### src/rtl/mult_pkg.sv
// rtl/mult_pkg.sv - shared types and constants for the multiplier request sequencer
package mult_pkg;

    localparam int OP_W         = 2;
    localparam int PROD_W       = 2 * OP_W;
    localparam int MULT_LAT_DEF = 3;

    typedef enum logic [1:0] {
        ST_IDLE  = 2'd0,
        ST_ISSUE = 2'd1,
        ST_WAIT  = 2'd2,
        ST_RESP  = 2'd3
    } state_t;

    typedef struct packed {
        logic [OP_W-1:0] a;
        logic [OP_W-1:0] b;
    } req_t;

    // Latency counter width: must hold MULT_LAT-1, and never collapse to zero bits
    function automatic int cnt_width(input int lat);
        return (lat > 1) ? $clog2(lat) : 1;
    endfunction

endpackage

### src/rtl/mult_req_fifo.sv
// rtl/mult_req_fifo.sv - power-of-two request FIFO with head peek
module mult_req_fifo #(
    parameter int DEPTH = 2,
    parameter int W     = 4
) (
    input  logic         clk,
    input  logic         rst,
    input  logic         push,
    input  logic [W-1:0] push_data,
    input  logic         pop,
    output logic         full,
    output logic         empty,
    output logic [W-1:0] head
);

    localparam int AW = $clog2(DEPTH);

    logic [W-1:0]  mem [DEPTH];
    logic [AW-1:0] wr_ptr;
    logic [AW-1:0] rd_ptr;
    logic [AW:0]   count;
    logic          do_push;
    logic          do_pop;

    // Guard against overflow/underflow so a misbehaving caller cannot corrupt the count
    assign do_push = push && !full;
    assign do_pop  = pop && !empty;

    assign full  = (count == (AW+1)'(DEPTH));
    assign empty = (count == '0);
    assign head  = mem[rd_ptr];

    // Pointer and occupancy tracking; pointers wrap naturally since DEPTH is a power of two
    always_ff @(posedge clk) begin
        if (rst) begin
            wr_ptr <= '0;
            rd_ptr <= '0;
            count  <= '0;
        end else begin
            if (do_push) wr_ptr <= wr_ptr + AW'(1);
            if (do_pop)  rd_ptr <= rd_ptr + AW'(1);
            case ({do_push, do_pop})
                2'b10:   count <= count + (AW+1)'(1);
                2'b01:   count <= count - (AW+1)'(1);
                default: count <= count;
            endcase
        end
    end

    // Storage array; contents need no reset because empty gates every read
    always_ff @(posedge clk) begin
        if (do_push) mem[wr_ptr] <= push_data;
    end

endmodule

### src/rtl/mult_req_sequencer.sv
// rtl/mult_req_sequencer.sv - queues operand pairs and sequences them through a multi-cycle multiplier core
module mult_req_sequencer
    import mult_pkg::*;
#(
    parameter int DEPTH    = 2,
    parameter int MULT_LAT = MULT_LAT_DEF
) (
    input  logic              clk,
    input  logic              rst,
    input  logic              req_valid,
    output logic              req_ready,
    input  logic [OP_W-1:0]   req_a,
    input  logic [OP_W-1:0]   req_b,
    output logic              mul_func,
    output logic [OP_W-1:0]   mul_in1,
    output logic [OP_W-1:0]   mul_in2,
    input  logic [PROD_W-1:0] mul_out,
    output logic              rsp_valid,
    input  logic              rsp_ready,
    output logic [PROD_W-1:0] rsp_prod,
    output logic              busy
);

    localparam int CNT_W = cnt_width(MULT_LAT);

    state_t             state;
    state_t             state_nxt;
    logic [CNT_W-1:0]   cnt;
    logic               fifo_full;
    logic               fifo_empty;
    req_t               fifo_head;
    req_t               push_req;
    logic               push;
    logic               pop;

    assign req_ready = !fifo_full;
    assign push      = req_valid && req_ready;
    assign push_req  = '{a: req_a, b: req_b};
    assign busy      = (state != ST_IDLE) || !fifo_empty;

    mult_req_fifo #(
        .DEPTH (DEPTH),
        .W     ($bits(req_t))
    ) u_fifo (
        .clk       (clk),
        .rst       (rst),
        .push      (push),
        .push_data (push_req),
        .pop       (pop),
        .full      (fifo_full),
        .empty     (fifo_empty),
        .head      (fifo_head)
    );

    // State register
    always_ff @(posedge clk) begin
        if (rst) state <= ST_IDLE;
        else     state <= state_nxt;
    end

    // Next-state: one request at a time, the core is only restarted after the response leaves
    always_comb begin
        state_nxt = state;
        case (state)
            ST_IDLE:  if (!fifo_empty) state_nxt = ST_ISSUE;
            ST_ISSUE: state_nxt = ST_WAIT;
            ST_WAIT:  if (cnt == '0) state_nxt = ST_RESP;
            ST_RESP:  if (rsp_ready) state_nxt = fifo_empty ? ST_IDLE : ST_ISSUE;
            default:  state_nxt = ST_IDLE;
        endcase
    end

    // Outputs: operands are presented only while the core is working on them
    always_comb begin
        mul_func  = 1'b0;
        mul_in1   = '0;
        mul_in2   = '0;
        rsp_valid = 1'b0;
        pop       = 1'b0;
        case (state)
            ST_ISSUE: begin
                mul_func = 1'b1;
                mul_in1  = fifo_head.a;
                mul_in2  = fifo_head.b;
            end
            ST_WAIT: begin
                mul_in1 = fifo_head.a;
                mul_in2 = fifo_head.b;
                pop     = (cnt == '0);
            end
            ST_RESP:  rsp_valid = 1'b1;
            default: ;
        endcase
    end

    // Latency counter and product capture; the head is popped on the same edge it is captured
    always_ff @(posedge clk) begin
        if (rst) begin
            cnt      <= '0;
            rsp_prod <= '0;
        end else begin
            if (state == ST_ISSUE)
                cnt <= CNT_W'(MULT_LAT - 1);
            else if (state == ST_WAIT && cnt != '0)
                cnt <= cnt - CNT_W'(1);
            if (pop)
                rsp_prod <= mul_out;
        end
    end

endmodule

### config.mk
export PLATFORM = sky130hd
export DESIGN_NAME = mult_req_sequencer
export DESIGN_NICKNAME = d
export VERILOG_FILES = /design/src/rtl/mult_pkg.sv /design/src/rtl/mult_req_fifo.sv /design/src/rtl/mult_req_sequencer.sv
export SDC_FILE = /design/constraint.sdc
export NUM_CORES = 1
export LEC_CHECK = 0
export ABC_AREA = 1
export BUFFER_PORTS_ARGS = -buffer_cell sky130_fd_sc_hd__buf_2
export CAP_MARGIN = 20
export CORE_UTILIZATION = 55
export CTS_CLUSTER_SIZE = 28
export DETAILED_ROUTE_END_ITERATION = 8
export MAX_ROUTING_LAYER = met4
export PLACE_DENSITY = 0.81
export SLEW_MARGIN = 30
export SYNTH_ARGS = -nofsm -noshare
export SYNTH_HDL_FRONTEND = slang
export SYNTH_HIERARCHICAL = 1
export SYNTH_SLANG_ARGS = --single-unit
### constraint.sdc
create_clock -name clk -period 3.28 [get_ports clk]
set_clock_uncertainty 0.2 [all_clocks]
set_input_delay 0.492 -clock clk [delete_from_list [all_inputs] [get_ports clk]]
set_output_delay 0.492 -clock clk [all_outputs]
set_load 0.01 [all_outputs]
==> run_results.csv <==
group,metric,value,unit
outcome,status,"completed",
placement,dpl.hpwl,1480,microns
die,die_area,2030,sq um
yosys,synth.area.top_cells,"dfxtp_1 (26%), edfxtp_1 (24%), inv_1 (9.2%)",
yosys,synth_edf_count,8,
critical_path,required,2.59,ns
yosys,syn_area,1020,sq um
routing,vias_per_cell,4.69,
timing,rsz0062_at_grt,"false",
critical_path,end_kind,"output port",
layout,drive_gt1_frac,0.280,
grt,grt_use_total,0.217,
die,die_x,45.0,microns
yosys,synth_cells,123,
job,cap_violations,0,
yosys,synth_fp_nets,141,
power,internal_power,0.517,mW
clock_network,cts-root-buf,"clkbuf_4",
yosys,ys_seq_elements,21,
timing,holdWs,0.166,ns
yosys,synth_top_area_share,0.256,
critical_path,worstPathCellList,"inv_1 > ha_1 > nand2_1 > inv_1 > buf_2",
routing,detail-route-antenna-nets,0,
yosys,yosys_warnings,6,
routing,drt_iter0_markers,5,
routing,routed_wl,1850,microns
critical_path,path_common_cell,"inv_1",
critical_path,start_kind,"flop",
yosys,ys.flop_type,"dfxtp_1",
timing,setup_tns,0,ns
critical_path,slowest_delay,0.42,ns
timing,finalSetupViolCount,0,
power,pwr-share-comb,0.424,
grt,grt_pass1_vias,715,
layout,area_growth,17.1,%
routing,drt-wirelength-per-cell,10.6,microns
power,vdd_drop_max,442,uV
grt,grt_antenna_before_repair,0,
die,die_h,45.0,microns
yosys,synth_common_cells,"inv_1 (25), nand2_1 (23), nor2_1 (18), dfxtp_1 (13), edfxtp_1 (8)",
clock_network,cts_buffer_depth,2,
critical_path,crit_path_top_delay_cell,"dfxtp_1",
yosys,syn_avg_cell_area,8.28,sq um
power,switching_share,0.394,
yosys,async_flop_share,0,
clock_network,cts_max_level,1,
clock_network,clkLatencyLatePin,0.31,ns
clock_network,tritoncts,"yes",
power,power.density,715,nW/um^2
grt,grt_pass1_wl,2960,microns
critical_path,arrival,1.47,ns
timing,slew_headroom,0.725,
layout,post-route-util,0.691,
grt,grt_overflow,0,
power,p_clk_frac,0.147,
hold_path,hold_path_class,"input port to flop",
power,p_seq_frac,0.428,
clock_network,clkTransAtPathRegs,0.12,ns
routing,first_pass_iters,4,
timing,finalCriticalPeriod,2.16,ns
hold_path,holdPathStages,1,
layout,ff_latch_area,500,sq um
power,p_sw,0.335,mW
clock_network,cts_setup_buffers,0,
clock_network,cts.sinks,21,
timing,post-route-period-util,0.660,
placement,io_buffers,23,
routing,drc,0,
timing,tightest_slew,0.412,ns
clock_network,cts_resized,0,
die,ios,24,
layout,num-fill-cells,168,
yosys,seq_area_frac_synth,0.491,
die,initial_core_util,0.590,
timing,hold_viol_final,0,
layout,multi_input_area,417,sq um
timing,drv_slew,0,
critical_path,worstSetupPathType,"flop to output port",
die,num_rows,15,
yosys,synth_area_leader_cell,"dfxtp_1",
die,core_area,1730,sq um
timing,fmax,0.462,GHz
critical_path,cp_max_fo,5,
power,leakagePower,0.615,nW
routing,num_vias,821,
layout,diodes,0,
placement,gp_congestion,0.888,
yosys,synth_cell_type_count,16,
grt,grt_start_max_net_pins,13,
clock_network,cts_made_buffers,3,
layout,final_net_count,169,
yosys,yosys.cell_count.top_type,"inv_1",
critical_path,r2r_cells,12,
clock_network,hold_buffers,0,
-- per-layer routing --
| layer | part of all wire | vias to the layer above | track usage |
|---|---|---|---|
| li1 | - | 432 | - |
| met1 | 0.43 | 373 | 0.237 |
| met2 | 0.52 | 12 | 0.359 |
| met3 | 0.031 | 4 | 0.0480 |
| met4 | 0.019 | 0 | 0.127 |
| met5 | 0 | - | - |
-- cell families after synthesis --
logic type	count (synthesis)	share of synthesized area
multiplexers	4	0.0442
adder cells (fa/ha/maj)	6	0.0737
AO/OA/AOI/OAI	11	0.0541
buffers and inverters	27	0.0995
flip-flops	21	0.491
AND/OR/NAND/NOR	54	0.237
-- power by group through the flow --
stage          clock, mW  sequential [mW]  combinational, mW
2_1_floorplan          0            0.371              0.251
3_3_place_gp           0            0.368              0.347
3_5_place_dp           0            0.372              0.362
4_1_cts            0.130            0.366              0.365
5_1_grt            0.137            0.373              0.412
6_report           0.126            0.365              0.362
-- flip-flops by register name, summed over array words and instances (netlist names), named ones only --
register	count
u_fifo/mem	8
state	2
u_fifo/wr_ptr	1
u_fifo/count	2
u_fifo/rd_ptr	1
rsp_prod	4
cnt	2
-- metrics by stage --
stage | setup slack, ns | total power [mW] | instances | area [sq um]
finish | 1.12 | 0.852 | 175 | 1190
global route | 0.957 | 0.922 | 175 | 1190
CTS | 1.10 | 0.861 | 175 | 1190
detailed placement | 1.20 | 0.734 | 171 | 1160
global placement | 1.34 | 0.715 | 171 | 1160
floorplan | 1.42 | 0.622 | 123 | 1020
-- area by class of cell --
| cell class | instances | area share |
|---|---|---|
| clock inverters | 1 | 0.00420 |
| repair buffers | 23 | 0.0965 |
| flip-flops and latches | 21 | 0.420 |
| clock buffers | 3 | 0.0189 |
| inverters | 27 | 0.0850 |
| well taps | 25 | 0.0262 |
| multi-input cells | 75 | 0.349 |
-- critical path: cells and delay by family (launching register included) --
family / cells / cell delay (ns)
flip-flops: 1 / 0.42
adder cells (fa/ha/maj): 1 / 0.39
buffers and inverters: 3 / 0.27
AND/OR/NAND/NOR: 1 / 0.08
-- path summary, 6_finish.rpt --
path                                                     end             startpoint  slack, ns
worst max-delay path                              mul_in1[1]  state[0]$_SDFFE_PP0P_       1.12
worst min-delay path              u_fifo/mem[0][3]$_DFFE_PP_               req_a[1]       0.17
worst max register to register  u_fifo/count[1]$_SDFFE_PP0P_  state[0]$_SDFFE_PP0P_       1.18
worst min register to register           cnt[0]$_SDFFE_PP0P_    cnt[0]$_SDFFE_PP0P_       0.29
-- layout by cell type (no fill, tap or decap) --
cell type  netlist  final
mux2_2           4      4
o21ai_0          7      7
inv_2            2      2
dfxtp_1         13     13
a21oi_1          4      4
ha_1             6      6
or2_2            1      1
nand2_2          2      2
clkinv_2         0      1
nor2_1          18     18
nor2_2           4      4
nand3_1          3      3
nand2_1         23     23
buf_2            0     23
edfxtp_1         8      8
inv_1           25     25
clkbuf_4         0      3
nand4_1          1      1
nor2_4           2      2
(Power assumes the default switching activity.)
